`src/rtl/wb_commit_unit.sv`:
```
// Writeback commit stage: selects the writeback source, performs load reads on the
// data-memory port and issues a registered one-cycle register-file write strobe.
module wb_commit_unit #(
    parameter int XLEN = 32,
    parameter int AW   = 32
) (
    input  logic            clk,
    input  logic            rst,
    input  logic            in_valid,
    output logic            in_ready,
    input  logic [2:0]      wb_sel,
    input  logic [2:0]      funct3,
    input  logic [4:0]      rd,
    input  logic [XLEN-1:0] pc,
    input  logic [XLEN-1:0] alu_result,
    input  logic [XLEN-1:0] ext_imm,
    output logic            mem_arvalid,
    input  logic            mem_arready,
    output logic [AW-1:0]   mem_araddr,
    input  logic            mem_rvalid,
    input  logic [XLEN-1:0] mem_rdata,
    output logic            rf_wen,
    output logic [4:0]      rf_waddr,
    output logic [XLEN-1:0] rf_wdata,
    output logic            done,
    output logic            err
);

    typedef enum logic [1:0] {IDLE, REQ, RESP} state_t;

    state_t          r_state, w_state;
    logic            r_in_ready, w_in_ready;
    logic            r_arvalid, w_arvalid;
    logic [AW-1:0]   r_araddr, w_araddr;
    logic            r_wen, w_wen;
    logic [4:0]      r_waddr, w_waddr;
    logic [XLEN-1:0] r_wdata, w_wdata;
    logic            r_done, w_done;
    logic            r_err, w_err;
    logic [4:0]      r_rd, w_rd;
    logic [2:0]      r_f3, w_f3;
    logic [1:0]      r_off, w_off;

    // Shift the addressed lane down to bit 0, then size and extend it.
    function automatic logic [XLEN-1:0] load_extract(input logic [XLEN-1:0] word,
                                                     input logic [2:0] f3,
                                                     input logic [1:0] off);
        logic [XLEN-1:0] sh;
        sh = word >> {off, 3'b000};
        case (f3)
            3'b000:  load_extract = {{(XLEN-8){sh[7]}}, sh[7:0]};
            3'b001:  load_extract = {{(XLEN-16){sh[15]}}, sh[15:0]};
            3'b100:  load_extract = {{(XLEN-8){1'b0}}, sh[7:0]};
            3'b101:  load_extract = {{(XLEN-16){1'b0}}, sh[15:0]};
            default: load_extract = sh;
        endcase
    endfunction

    function automatic logic load_fault(input logic [2:0] f3, input logic [1:0] a);
        case (f3)
            3'b000, 3'b100: load_fault = 1'b0;
            3'b001, 3'b101: load_fault = a[0];
            3'b010:         load_fault = (a != 2'b00);
            default:        load_fault = 1'b1;
        endcase
    endfunction

    always_comb begin
        w_state   = r_state;
        w_arvalid = r_arvalid;
        w_araddr  = r_araddr;
        w_wen     = 1'b0;
        w_done    = 1'b0;
        w_err     = 1'b0;
        w_waddr   = r_waddr;
        w_wdata   = r_wdata;
        w_rd      = r_rd;
        w_f3      = r_f3;
        w_off     = r_off;
        case (r_state)
            IDLE: begin
                if (in_valid && r_in_ready) begin
                    case (wb_sel)
                        3'b000: begin
                            if (load_fault(funct3, alu_result[1:0])) begin
                                w_done = 1'b1;
                                w_err  = 1'b1;
                            end else begin
                                w_rd      = rd;
                                w_f3      = funct3;
                                w_off     = alu_result[1:0];
                                w_araddr  = {alu_result[AW-1:2], 2'b00};
                                w_arvalid = 1'b1;
                                w_state   = REQ;
                            end
                        end
                        3'b001, 3'b010, 3'b011: begin
                            w_wen   = (rd != 5'd0);
                            w_waddr = rd;
                            w_done  = 1'b1;
                            if (wb_sel == 3'b001)
                                w_wdata = pc + XLEN'(4);
                            else if (wb_sel == 3'b010)
                                w_wdata = alu_result;
                            else
                                w_wdata = ext_imm;
                        end
                        default: begin
                            w_done = 1'b1;
                            w_err  = 1'b1;
                        end
                    endcase
                end
            end
            REQ: begin
                if (mem_arready) begin
                    w_arvalid = 1'b0;
                    w_state   = RESP;
                end
            end
            RESP: begin
                if (mem_rvalid) begin
                    w_wen   = (r_rd != 5'd0);
                    w_waddr = r_rd;
                    w_wdata = load_extract(mem_rdata, r_f3, r_off);
                    w_done  = 1'b1;
                    w_state = IDLE;
                end
            end
            default: begin
                w_arvalid = 1'b0;
                w_state   = IDLE;
            end
        endcase
        w_in_ready = (w_state == IDLE);
    end

    // Single register stage: every output is a flop.
    always_ff @(posedge clk or posedge rst) begin
        if (rst) begin
            r_state    <= IDLE;
            r_in_ready <= 1'b0;
            r_arvalid  <= 1'b0;
            r_araddr   <= '0;
            r_wen      <= 1'b0;
            r_waddr    <= '0;
            r_wdata    <= '0;
            r_done     <= 1'b0;
            r_err      <= 1'b0;
            r_rd       <= '0;
            r_f3       <= '0;
            r_off      <= '0;
        end else begin
            r_state    <= w_state;
            r_in_ready <= w_in_ready;
            r_arvalid  <= w_arvalid;
            r_araddr   <= w_araddr;
            r_wen      <= w_wen;
            r_waddr    <= w_waddr;
            r_wdata    <= w_wdata;
            r_done     <= w_done;
            r_err      <= w_err;
            r_rd       <= w_rd;
            r_f3       <= w_f3;
            r_off      <= w_off;
        end
    end

    assign in_ready    = r_in_ready;
    assign mem_arvalid = r_arvalid;
    assign mem_araddr  = r_araddr;
    assign rf_wen      = r_wen;
    assign rf_waddr    = r_waddr;
    assign rf_wdata    = r_wdata;
    assign done        = r_done;
    assign err         = r_err;

endmodule

```
`config.mk`:
```
export PLATFORM = sky130hd
export DESIGN_NAME = wb_commit_unit
export DESIGN_NICKNAME = d
export VERILOG_FILES = /design/src/rtl/wb_commit_unit.sv
export SDC_FILE = /design/constraint.sdc
export NUM_CORES = 1
export LEC_CHECK = 0
export CAP_MARGIN = 20
export CORE_MARGIN = 2
export CORE_UTILIZATION = 45
export CTS_BUF_LIST = sky130_fd_sc_hd__clkbuf_2
export DETAILED_ROUTE_END_ITERATION = 16
export PLACE_DENSITY = 0.9
export SETUP_SLACK_MARGIN = 0.15
export SYNTH_ARGS = -nofsm -noshare
export SYNTH_HDL_FRONTEND = slang
export SYNTH_SLANG_ARGS = --single-unit
```
`constraint.sdc`:
```
create_clock -name clk -period 3.4 [get_ports clk]
set_input_delay 0.51 -clock clk [delete_from_list [all_inputs] [get_ports clk]]
set_output_delay 0.51 -clock clk [all_outputs]
set_load 0.02 [all_outputs]
```
==> results_dict.tcl <==
set metrics [dict create \
    post_cts_buffers 0 \
    insertion_delay_ps 570 \
    post_synth.cell_area_avg_um2 8.20 \
    setup_viol 0 \
    cp.arrival_ps 2800 \
    grt_usage 0.297 \
    tightest_slew_ps 742 \
    numPortBuffers 215 \
    regToRegSetupSlack_ps 1080 \
    cts-resized-gates 0 \
    first_iter_violations 672 \
    slew_headroom 0.505 \
    synth.top_cells.by_area "dfrtp_1, nand2_1, mux2i_1" \
    rows 40 \
    drc 0 \
    grt_pass1_vias 5584 \
    final_nets 1006 \
    holdCritPathClass "in2async" \
    grt_pass1_wl_mm 29.9 \
    finClkSkew_ps 35.3 \
    rr_worst_depth 6 \
    worstSetupEndpointType "flip-flop" \
    start_util 0.456 \
    switching_share 0.379 \
    worstPathRequired_ps 3860 \
    viasPerCell 5.72 \
    die-width_um 114 \
    async_reset_ff_frac 1.00 \
    power_density_mw_per_mm2 485 \
    finalWirelength_mm 19.4 \
    synth_edf_count 0 \
    hold_violations 0 \
    fin_tns_setup_ps 0 \
    post-synth-top-count-cell "nand2_1" \
    vias 5795 \
    timing.setup.critical_path_class "in2reg" \
    synthFlopType "dfrtp_1" \
    syn_inst 662 \
    path_clk_slew_ps 260 \
    dr_wl_met2_mm 9.57 \
    cts_tree "built" \
    wl_per_cell_um 19.2 \
    root_buffer "clkbuf_2" \
    highest_layer "met4" \
    period_share 0.689 \
    synth_area_mm2 0.00543 \
    fin_crit_ps 2340 \
    cp-startpoint "pc[2]" \
    synth_top_cell_by_area "dfrtp_1" \
    met3WireLength_mm 1.67 \
    yosysSeqAreaShare 0.387 \
    core_mm2 0.0119 \
    clock_power_share 0.183 \
    p_seq_frac 0.375 \
    ys_ff_latch 84 \
    cap_violations 0 \
    status "completed" \
    clockBufferDepth 2 \
    hpwl_mm 15.0 \
    insertedDiodeCount 0 \
    reg2reg_to "rf_wdata[29]" \
    leakage_nw 3.24 \
    cp-start-kind "input pin" \
    ys_types 57 \
    ir_drop_v 0.000227 \
    fmax_mhz 427 \
    rsz0062_at_grt "no" \
    drive_above_1_share 0.0647 \
    antenna_found_initial 0 \
    met1_length_mm 7.68 \
    synthTopCellsByCount "nand2_1, dfrtp_1, mux2i_1" \
    grt_max_degree 49 \
    grt_overflow 0 \
    ant_nets 0 \
    dieArea_mm2 0.0130 \
    synth_warnings 0 \
    io_pins 218 \
    cts_sinks 84 \
    comb_power_share 0.442 \
    hold_slack_ps 315 \
    p_sw_mw 1.46 \
    dieHeight_um 114 \
    htreeDepth 3 \
    cts_buffers 9 \
    yosysTopAreaCellShare 0.387 \
    setup_ws_ps 1060 \
    r2r-start "r_state[0]" \
    dpl_worst_slack_ps 551 \
    hold_buffers 0 \
    dr.pass1.iters 8 \
    path_max_fanout 8 \
    area_growth_pct 45.7 \
    slew_viol_final 0 \
    globalplace.congestion 0.933 \
    p_int_mw 2.38 \
]
[power groups by stage]
stage | Clock, mW | Combinational [mW] | Sequential [mW]
2_1_floorplan | 0 | 0.600 | 1.68
3_3_place_gp | 0 | 1.66 | 1.45
3_5_place_dp | 0 | 1.69 | 1.45
4_1_cts | 0.707 | 1.69 | 1.44
5_1_grt | 0.745 | 1.82 | 1.47
6_report | 0.701 | 1.70 | 1.44
[cell type report]
type                       instances  area (um^2)
clock buffer                      10         50.0
clock inverter                     6          111
fill                            1002         4000
inverter                           5         20.0
multi-input combinational        528         3120
sequential                        84         2100
tap                              147          184
timing repair buffer             233         2320
[cells in the final DEF (no fill, tap or decap), types with 4 or more instances in the layout]
master | Yosys | routed
inv_1 | 5 | 4
nand2_1 | 184 | 184
o21ai_0 | 33 | 33
nand2b_1 | 4 | 4
dfrtp_1 | 84 | 84
nor2b_1 | 12 | 12
nor2_1 | 39 | 39
a31oi_1 | 10 | 10
buf_4 | 2 | 15
nand4_1 | 11 | 11
a211oi_1 | 33 | 33
a21oi_1 | 27 | 27
nand3_1 | 16 | 16
mux2i_1 | 43 | 43
clkdlybuf4s50_1 | 0 | 215
xor2_1 | 12 | 12
o22ai_1 | 11 | 11
clkbuf_2 | 0 | 10
nor3_1 | 16 | 15
xnor2_1 | 8 | 8
o211ai_1 | 6 | 6
o31ai_1 | 8 | 8
mux2_2 | 5 | 5
and4_1 | 4 | 4
nor4_1 | 5 | 5
[worst max-delay path, cell delays in order]
cell             delay (ps)
clkdlybuf4s50_1         540
ha_1                    210
nand3_1                 330
or4_1                   640
nor3_1                  230
nor3_1                   90
o31ai_1                 250
[state kept, by name (all words and copies together) (netlist names)]
register,cells
done,1
err,1
in_ready,1
mem_araddr,30
mem_arvalid,1
r_f3,3
r_off,2
r_rd,5
r_state,2
rf_waddr,5
rf_wdata,32
rf_wen,1
[kinds of logic (layout without fill, tap and decap cells)]
group                      count (synthesis)  after routing  synth area share
AOI/OAI and AO/OA                        141            141             0.168
xor gates and xnor gates                  20             20            0.0323
adders and majority gates                  1              1           0.00230
buffers and inverters                     51            254            0.0433
DFF                                       84             84             0.387
muxes                                     50             50            0.0979
other                                      1              2          0.000691
and+or+nand+nor                          314            314             0.268
[through the flow]
| stage | power [mW] | std cells | utilization | area, um^2 |
|---|---|---|---|---|
| floorplan | 2.28 | 663 | - | 5430 |
| global placement | 3.10 | 997 | 0.651 | 7750 |
| detailed placement | 3.14 | 997 | 0.651 | 7750 |
| CTS | 3.84 | 1013 | 0.664 | 7910 |
| global route | 4.03 | 1013 | 0.664 | 7910 |
| finish | 3.84 | 1013 | 0.664 | 7910 |
[routing by layer]
| layer | up-vias | GRT usage |
|---|---|---|
| met4 | 0 | 0.0870 |
| met1 | 2689 | 0.391 |
| met5 | - | 0 |
| met2 | 321 | 0.498 |
| li1 | 2739 | - |
| met3 | 46 | 0.0606 |
[worst max-delay path by stage]
stage | slack [ps] | cells after the start | endpoint
2_1_floorplan | 720 | 1 | done
3_3_place_gp | 580 | 4 | rf_wdata[20]
3_5_place_dp | 550 | 7 | rf_wdata[30]
4_1_cts | 1110 | 7 | rf_wdata[30]
5_1_grt | 980 | 7 | rf_wdata[30]
6_report | 1060 | 7 | rf_wdata[30]
No activity file was read; power rests on OpenSTA's default activity.
